**src/rtl/lfsr_gen.sv**
```systemverilog
// Parametrised Fibonacci LFSR with runtime seed load, lock-up recovery,
// sequence-wrap detection and a measured-period register.
module lfsr_gen #(
    parameter int          WIDTH    = 8,
    parameter logic [31:0] TAP_MASK = 32'h0000_00B8,
    parameter bit          XNOR     = 1'b1,
    parameter logic [31:0] SEED     = 32'h0000_0000
) (
    input  logic             clk,
    input  logic             reset,
    input  logic             enable,
    input  logic             load,
    input  logic [WIDTH-1:0] seed_in,
    output logic [WIDTH-1:0] out,
    output logic             wrap,
    output logic             lockup,
    output logic [WIDTH-1:0] period,
    output logic             period_valid
);

    localparam logic [WIDTH-1:0] TAPS   = TAP_MASK[WIDTH-1:0];
    localparam logic [WIDTH-1:0] SEED_V = SEED[WIDTH-1:0];
    localparam logic [WIDTH-1:0] LOCK   = XNOR ? {WIDTH{1'b1}} : {WIDTH{1'b0}};
    localparam logic [WIDTH-1:0] ONE    = {{(WIDTH-1){1'b0}}, 1'b1};

    logic [WIDTH-1:0] start;
    logic [WIDTH-1:0] count;
    logic [WIDTH-1:0] count_inc;
    logic [WIDTH-1:0] next_state;
    logic             fb;

    // Saturating increment: unreachable with a legal mask, but never wraps.
    always_comb begin
        fb         = (^(out & TAPS)) ^ XNOR;
        next_state = {out[WIDTH-2:0], fb};
        count_inc  = (count == {WIDTH{1'b1}}) ? count : count + ONE;
    end

    always_ff @(posedge clk) begin
        if (!reset) begin
            out          <= SEED_V;
            start        <= SEED_V;
            count        <= '0;
            wrap         <= 1'b0;
            lockup       <= 1'b0;
            period       <= '0;
            period_valid <= 1'b0;
        end else if (load) begin
            out          <= seed_in;
            start        <= seed_in;
            count        <= '0;
            wrap         <= 1'b0;
            lockup       <= 1'b0;
            period       <= '0;
            period_valid <= 1'b0;
        end else if (enable) begin
            if (out == LOCK) begin
                out    <= SEED_V;
                start  <= SEED_V;
                count  <= '0;
                lockup <= 1'b1;
                wrap   <= 1'b0;
            end else begin
                out <= next_state;
                if (next_state == start) begin
                    wrap         <= 1'b1;
                    period       <= count_inc;
                    period_valid <= 1'b1;
                    count        <= '0;
                end else begin
                    wrap  <= 1'b0;
                    count <= count_inc;
                end
            end
        end else begin
            wrap <= 1'b0;
        end
    end

endmodule

```
**config.mk**
```make
export PLATFORM = sky130hd
export DESIGN_NAME = lfsr_gen
export DESIGN_NICKNAME = d
export VERILOG_FILES = /design/src/rtl/lfsr_gen.sv
export SDC_FILE = /design/constraint.sdc
export NUM_CORES = 1
export LEC_CHECK = 0
export BUFFER_PORTS_ARGS = -buffer_cell sky130_fd_sc_hd__clkbuf_2
export CAP_MARGIN = 20
export CORE_UTILIZATION = 40
export DETAILED_ROUTE_END_ITERATION = 10
export HOLD_SLACK_MARGIN = 0.15
export SYNTH_ARGS = -nofsm -noshare
export SYNTH_HDL_FRONTEND = slang
export SYNTH_SLANG_ARGS = --single-unit
export TNS_END_PERCENT = 1
```
**constraint.sdc**
```tcl
create_clock -name clk -period 2.09 [get_ports clk]
set_input_delay 0.209 -clock clk [delete_from_list [all_inputs] [get_ports clk]]
set_output_delay 0.209 -clock clk [all_outputs]
set_load 0.05 [all_outputs]
```
==> results of run 1 <==
## power groups by stage
stage          Sequential [mW]  Clock, mW  Combinational [mW]
6_report                 0.710      0.527               0.200
5_1_grt                  0.712      0.568               0.215
4_1_cts                  0.709      0.540               0.199
3_5_place_dp             0.724          0               0.198
3_3_place_gp             0.723          0               0.197
2_1_floorplan            0.757          0               0.106
## flip-flops by register name (all words and copies together) (netlist names)
signal and cells:
count 8, out 8, period 8, start 8, lockup 1, period_valid 1, wrap 1
## cell families (layout without fill, tap and decap cells)
kind of cell    Yosys count  count (layout)
mux                      10              10
flops                    35              35
compound gates           36              36
fa+ha+maj                 2               2
buf+inv                   9              46
xor+xnor                 10              10
simple gates             71              71
## per-layer routing
| layer | up-vias | GRT usage, % |
|---|---|---|
| li1 | 693 | - |
| met1 | 648 | 22.8 |
| met2 | 36 | 30.5 |
| met3 | 7 | 4.17 |
| met4 | 0 | 8.42 |
| met5 | - | 0 |
## cells in the mapped netlist, types with 2 or more instances
library cell and count:
a21oi_1 12, a222oi_1 8, a22oi_1 8, a31oi_1 2, clkbuf_1 6, dfxtp_1 35
ha_1 2, inv_1 2, mux2_2 3, mux2i_1 7, nand2_1 4, nand2b_1 4
nand3_1 5, nand4_1 2, nor2_1 25, nor2b_1 22, nor3_1 2, o21ai_0 2
xor2_1 7
## path summary, 6_finish.rpt
kind	start	endpoint	cells after the start
hold reg to reg	period_valid$_SDFFE_PP0P_	period_valid$_SDFFE_PP0P_	2
setup reg to reg	out[5]$_SDFFE_PN0P_	count[0]$_SDFFE_PP0P_	7
hold / removal	seed_in[3]	out[3]$_SDFFE_PN0P_	3
setup / recovery	out[5]$_SDFFE_PN0P_	count[0]$_SDFFE_PP0P_	7
## critical path: stages (launching register included)
cell and delay (ns):
dfxtp_1 0.42, ha_1 0.27, xnor3_1 0.24, xnor2_2 0.18, a31oi_2 0.32, buf_4 0.20, nand2_1 0.05, a31oi_1 0.12
## layout make-up
cell class,instances,area (sq um)
Clock buffer,8,100
Fill cell,375,1830
Inverter,2,7.51
Multi-Input combinational cell,129,877
Sequential cell,35,701
Tap cell,48,60.1
Timing Repair Buffer,36,195
==> flow_results.org, run 1 <==
** Status
- Run status :: complete, no violations

** Setup path
- The worst setup path is of the flop to flop kind.
- Kind of end point of the critical path :: flop
- Worst setup slack for register-to-register paths :: 0.21 ns
- STA classifies the critical path startpoint as a flop.
- At the worst endpoint, the arrival time is 2.08 ns.
- Required time of the critical path :: 2.29 ns
- Largest fanout of any net on the critical path :: 5

** Timing
- Hold is met by 0.214 ns.
- Min cycle time layout :: 1.88 ns
- Total count of max-transition violations in the final report :: 0
- Across all setup checks in the final design, the least slack found is 0.214 ns.
- Headroom to the max-slew limit came out at 51.1%.
- Final Hold Vio Count :: 0
- Setup violations remaining at the end of the flow were counted as 0.
- After routing, the total negative slack on setup checks comes to 0 ns.
- Clock Skews :: 0.00539 ns
- FMAX :: 533 MHz
- At the pin with the least slew margin, the transition time is 0.733 ns.
- Unrepaired setup endpoints after global routing :: no
- Dividing the final minimum period by the clock period gives 89.8%.

** Routing
- Routed wire length :: 3610 um
- The highest layer touched by signal routing is met4.
- The first routing iteration left 89 violations.
- The detail route stage leaves a number of antenna-violating nets equal to 0.
- The first detailed-routing pass ran for 4 iterations.
- Number of vias per cell :: 5.36
- Detailed routing placed a total of 151 um of wire on met3.
- Routed length on met1 :: 1700 um
- Vias :: 1384
- Detailed routing placed a total of 1690 um of wire on met2.
- Number of remaining DRC errors :: 0
- In the final routed layout, each cell accounts on average for 14.0 um.

** Finish
- The repair_antennas step left the layout with diodes totalling 0.
- Commonest cells after routing, fill and taps aside :: 35 x dfxtp_1, 30 x clkbuf_2, 25 x nor2_1
- The net count of the finished layout is 223.
- Area of all placed cells without fillers :: 1940 sq um
- Most common cell after layout, fill and taps aside :: dfxtp_1
- Final Non-Filler Cells :: 258
- Cells fill 51.5% of the core in the end.
- Fraction of layout cells with a size suffix above 1 :: 24.3%
- The area growth from synthesis to layout is 19.9%.

** Synthesis
- After synthesis, flip-flops and latches occupy 43.3% of the total area.
- Ys async rst share :: 0%
- Mux cell area share after synthesis :: 6.41%
- The synthesized netlist devotes 16.2% of its cell area to compound gates.
- Post-Synth Simple-Gate Area :: 23.3%
- The number of nets handed over by synthesis was 187.
- Yosys attributes the largest share of cell area to dfxtp_1 43%, nor2b_1 8.5%, nor2_1 5.8%, a222oi_1 4.9%, mux2i_1 4.3%.
- Summed over all instances, the cell type with the most area after synthesis is dfxtp_1.
- Each instance of the synthesized netlist takes up on average 9.36 sq um.
- By area, the combinational part of the netlist is dominated by simple AND/OR/NAND/NOR gates.
- Unique masters post-synth :: 34
- Of the total synthesized cell area, the portion taken by XOR and XNOR cells is 6.72%.
- Flops & latches, synth :: 35
- Yosys warnings :: 0
- After synthesis, the largest area contributor takes up 43.3% of total cell area.
- In the synthesized netlist, the number of instances is 173.
- Post-synth top flop :: dfxtp_1
- Number of synthesized flops with an enable pin :: 0
- The synthesized netlist occupies a cell area of 1620 sq um.
- Of the total synthesized cell area, the portion taken by full adders, half adders and majority gates is 1.55%.

** Die
- Core ar. :: 3770 sq um
- Top-level I/O count :: 31
- From left edge to right edge, the die measures 65.6 um.
- Area of the die :: 4310 sq um
- Once the floorplan was initialized, standard cells occupied 42.9% of the core.
- The initialized floorplan defines 22 standard-cell rows.
- The die is 65.6 um tall.

** Power
- P_sw :: 0.370 mW
- VDD sags by at most 0.455 mV.
- Net switching is 25.7% of the power.
- For this design the static power due to leakage is 0.851 nW.
- The design draws 1.44 mW.
- Dividing total power by cell area gives a power density of 740 nW/um^2.
- Clock share of power :: 36.7%
- Internal power component :: 1.07 mW
- Per report_power, the sequential group accounts for 49.4% of the total.
- In this run, the combinational gates consume 13.9% of the power.

** CTS
- Clock net sink count :: 35
- Postcts setup bufs :: 0
- Clock tree from TritonCTS :: yes
- Clock-pin slew was measured on the worst setup and hold paths at 0.07 ns.
- The tree is rooted in a clkbuf_8.
- Gates resized, CTS repair :: 0
- Clock buffer depth :: 2
- The H-tree generated during clock tree synthesis spans 2 levels.
- Hold-fix buffers, CTS :: 0
- For the worst-skew pair, the clock arrives at the later sink with an insertion delay of 0.28 ns.
- Number of clock buffers inserted by TritonCTS :: 5

** GRT
- Initial antenna violation count :: 0
- The number of global-route vias before repair is 1397.
- Pin count of the biggest net entering global routing :: 22
- Remaining global-route overflow :: 0
- Global routing consumed, over all layers together, 18.5% of the routing resources.
- The first global-routing pass estimated 6090 um of wire.

** Placed design
- The count of buffers added on input and output ports is 30.
- Placed instance area :: 1840 sq um
- Cell count after placement :: 250
- Before CTS, the worst setup slack after placement is 0.215 ns.
- Placer's final routability congestion estimate :: 0.728
- Half-perimeter wire length after placement :: 2550 um

** Worst hold path
- The tightest min-delay check is of the input pin to flop type.

** Flow run
- MaxCap Viol Count :: 0
(Power assumes the default switching activity.)
==> run 2: changes to the inputs <==
- CTS_BUF_LIST: default -> sky130_fd_sc_hd__clkbuf_4 sky130_fd_sc_hd__clkbuf_8
==> flow_results.org, run 2 (synthesis results as in run 1) <==
** Setup path
- The total number of cells along the worst setup path is 6 (-1).
- The critical path data required time was 2.23 ns (-0.06 ns).
- Kind of end point of the critical path :: flop
- Critical-path cell with the highest stage delay :: dfxtp_1
- The total buffers and inverters traversed by the critical path was 0 (-1).
- In this design, the largest share of critical-path delay is due to simple AND/OR/NAND/NOR gates.
- Crit path arrival time :: 2.01 ns (-0.07 ns)
- Walking the worst path, the cells encountered are ha_1 -> nand4_1 -> or2_2 -> mux2_2 -> a21oi_1 -> nor2_1.
- Crit start category :: flop
- The maximum cell stage delay along the critical path is 0.42 ns (about the same).
- Category of the most critical setup path :: flop to flop
- Largest fanout of any net on the critical path :: 6 (+1)
- Cells on worst reg2reg path :: 6 (-1)

** GRT
- The residual overflow from global routing is 0 (unchanged).
- Initial antenna violation count :: 0 (unchanged)
- Vias in the first global route :: 1397 (unchanged)
- The overall track demand over capacity in global routing was 18.5% (unchanged).
- Global-route wire length before repair :: 6090 um (unchanged)
- The largest net degree at the start of global routing came to 22 (unchanged).

** Timing
- The relative slew slack was 51.5% (+0.38 points).
- Total count of max-transition violations in the final report :: 0 (unchanged)
- The highest achievable clock rate was 535 MHz (+0.42%).
- The total setup violations reported at the end of the flow is 0 (unchanged).
- Unrepaired setup endpoints after global routing :: no
- The shortest clock period the worst path allows after layout is 1.87 ns (-0.00785 ns).
- Final Hold Vio Count :: 0 (unchanged)
- The slew at the pin closest to its max-slew limit was 0.727 ns (-0.00566 ns).
- The total negative slack for setup checks came to 0 ns (unchanged).
- The worst hold margin came to 0.217 ns (+0.00237 ns).
- The part of the cycle the worst path needs came to 89.4% (-0.38 points).
- Clock Skews :: 0.00547 ns (+0.0000782 ns)

** CTS
- Hold-fix buffers, CTS :: 0 (unchanged)
- Clock net sink count :: 35 (unchanged)
- Clock tree from TritonCTS :: yes
- Reg clk slew, reported paths :: 0.07 ns (about the same)
- The H-tree depth came to 2 (unchanged).
- Number of clock buffers inserted by TritonCTS :: 5 (unchanged)
- CTS placed an instance of clkbuf_8 at the clock tree root.
- The clock latency on the worst-skew pair was 0.28 ns (about the same).
- Clock buffer depth :: 2 (unchanged)

** Status
- The run finished with clean final reports.

** Die
- Floorplan die width :: 65.6 um (unchanged)
- The initial standard-cell utilization of the core was 42.9% (unchanged).
- Core ar. :: 3770 sq um (unchanged)
- The die height is 65.6 um (unchanged).
- The number of rows created at floorplan came to 22 (unchanged).
- Top-level I/O count :: 31 (unchanged)
- The total die area was 4310 sq um (unchanged).

** Routing
- The routed wirelength normalized by instance count was 14.1 um (+0.78%).
- The number of iterations in the first detailed-routing pass was 4 (unchanged).
- The detailed-route DRC error count is 0 (unchanged).
- The detail-routed via count per cell is 5.38 (+0.29%).
- The total number of vias was 1388 (+0.29%).
- DRC violation total after the first TritonRoute iteration :: 90 (+1.1%)
- The total routed wirelength came to 3630 um (+0.78%).
- DRT antenna net count :: 0 (unchanged)

** Finish
- Signed area change from the synthesized netlist to the final layout :: 20.1%
- Commonest cells after routing, fill and taps aside :: 35 x dfxtp_1, 30 x clkbuf_2, 25 x nor2_1
- Fraction of layout cells with a size suffix above 1 :: 24.8% (+0.48 points)
- The number of fillers in the final layout is 373 (-0.53%).
- The total number of nets in the final design came to 223 (unchanged).
- The library cell used most frequently in the layout, excluding fill and tap cells, is dfxtp_1.
- Total area of multi-input combinational cells :: 877 sq um (unchanged)
- The area used by sequential logic in the layout is 701 sq um (unchanged).
- Number of diodes added for antenna fixing :: 0 (unchanged)

** Placed design
- The final RePlAce weighted congestion was 0.728 (unchanged).
- Count of port buffers added during placement :: 30 (unchanged)
- The half-perimeter wire length after detailed placement came to 2550 um (unchanged).

** Power
- Power density normalized to cell area :: 745 nW/um^2 (+0.74%)
- Max VDD drop :: 0.455 mV (about the same)
- Total leakage power :: 0.855 nW (+0.40%)

** Flow run
- The number of maximum-capacitance constraint violations came to 0 (unchanged).

** Worst hold path
- Hold Path Stages :: 3 (unchanged)
- The min-delay analysis places its worst path in the category input pin to flop.
## run 2: changes by cell type in the layout (fill, tap and decap cells not counted)
cell	previous run	this run
clkbuf_1	1	0
clkbuf_4	0	1
## run 2: report_power, final
part	internal (mW)	leakage (nW)	switching [mW]
combinational	0.0785	0.515	0.121
clock	0.313	0.0549	0.227
sequential	0.687	0.285	0.0222
total	1.08	0.855	0.370
## run 2: final cells by class
type / instances / area share, %
clock buffer: 8 / 5.34
timing repair buffer: 36 / 10.0
multi-input combinational: 129 / 45.1
tap: 48 / 3.09
inverter: 2 / 0.386
sequential: 35 / 36.0
## run 2: layer usage
layer | global-route usage (%) | vias to the layer above | routed length (um)
li1 | - | 692 | -
met1 | 22.8 | 658 | 1710
met2 | 30.5 | 31 | 1730
met3 | 4.17 | 7 | 130
met4 | 8.42 | 0 | 65
met5 | 0 | - | 0
## run 2: repair_timing
item	CTS	global route
buffers inserted	0	0
setup endpoints to repair	0	7
gates resized for setup	0	1
## run 2: worst paths after layout
| kind | slack (ns) | startpoint | to |
|---|---|---|---|
| hold / removal | 0.22 | seed_in[3] | out[3]$_SDFFE_PN0P_ |
| setup reg to reg | 0.22 | count[1]$_SDFFE_PP0P_ | count[1]$_SDFFE_PP0P_ |
| hold reg to reg | 0.45 | period_valid$_SDFFE_PP0P_ | period_valid$_SDFFE_PP0P_ |
| setup / recovery | 0.22 | count[1]$_SDFFE_PP0P_ | count[1]$_SDFFE_PP0P_ |
## run 2: worst min-delay path, cell delays in order
cell      delay, ns
clkbuf_2       0.09
a222oi_1       0.06
nor2b_1        0.10
## run 2: through the flow
step | std cells | area, sq um | util, % | total power [mW] | worst slack (ns)
after floorplan | 173 | 1620 | - | 0.862 | 0.0230
after global placement | 250 | 1840 | 48.8 | 0.920 | 0.265
after detailed placement | 250 | 1840 | 48.8 | 0.922 | 0.215
after CTS | 258 | 1940 | 51.6 | 1.46 | 0.182
after global routing | 258 | 1940 | 51.6 | 1.51 | 0.0789
final | 258 | 1940 | 51.6 | 1.45 | 0.221
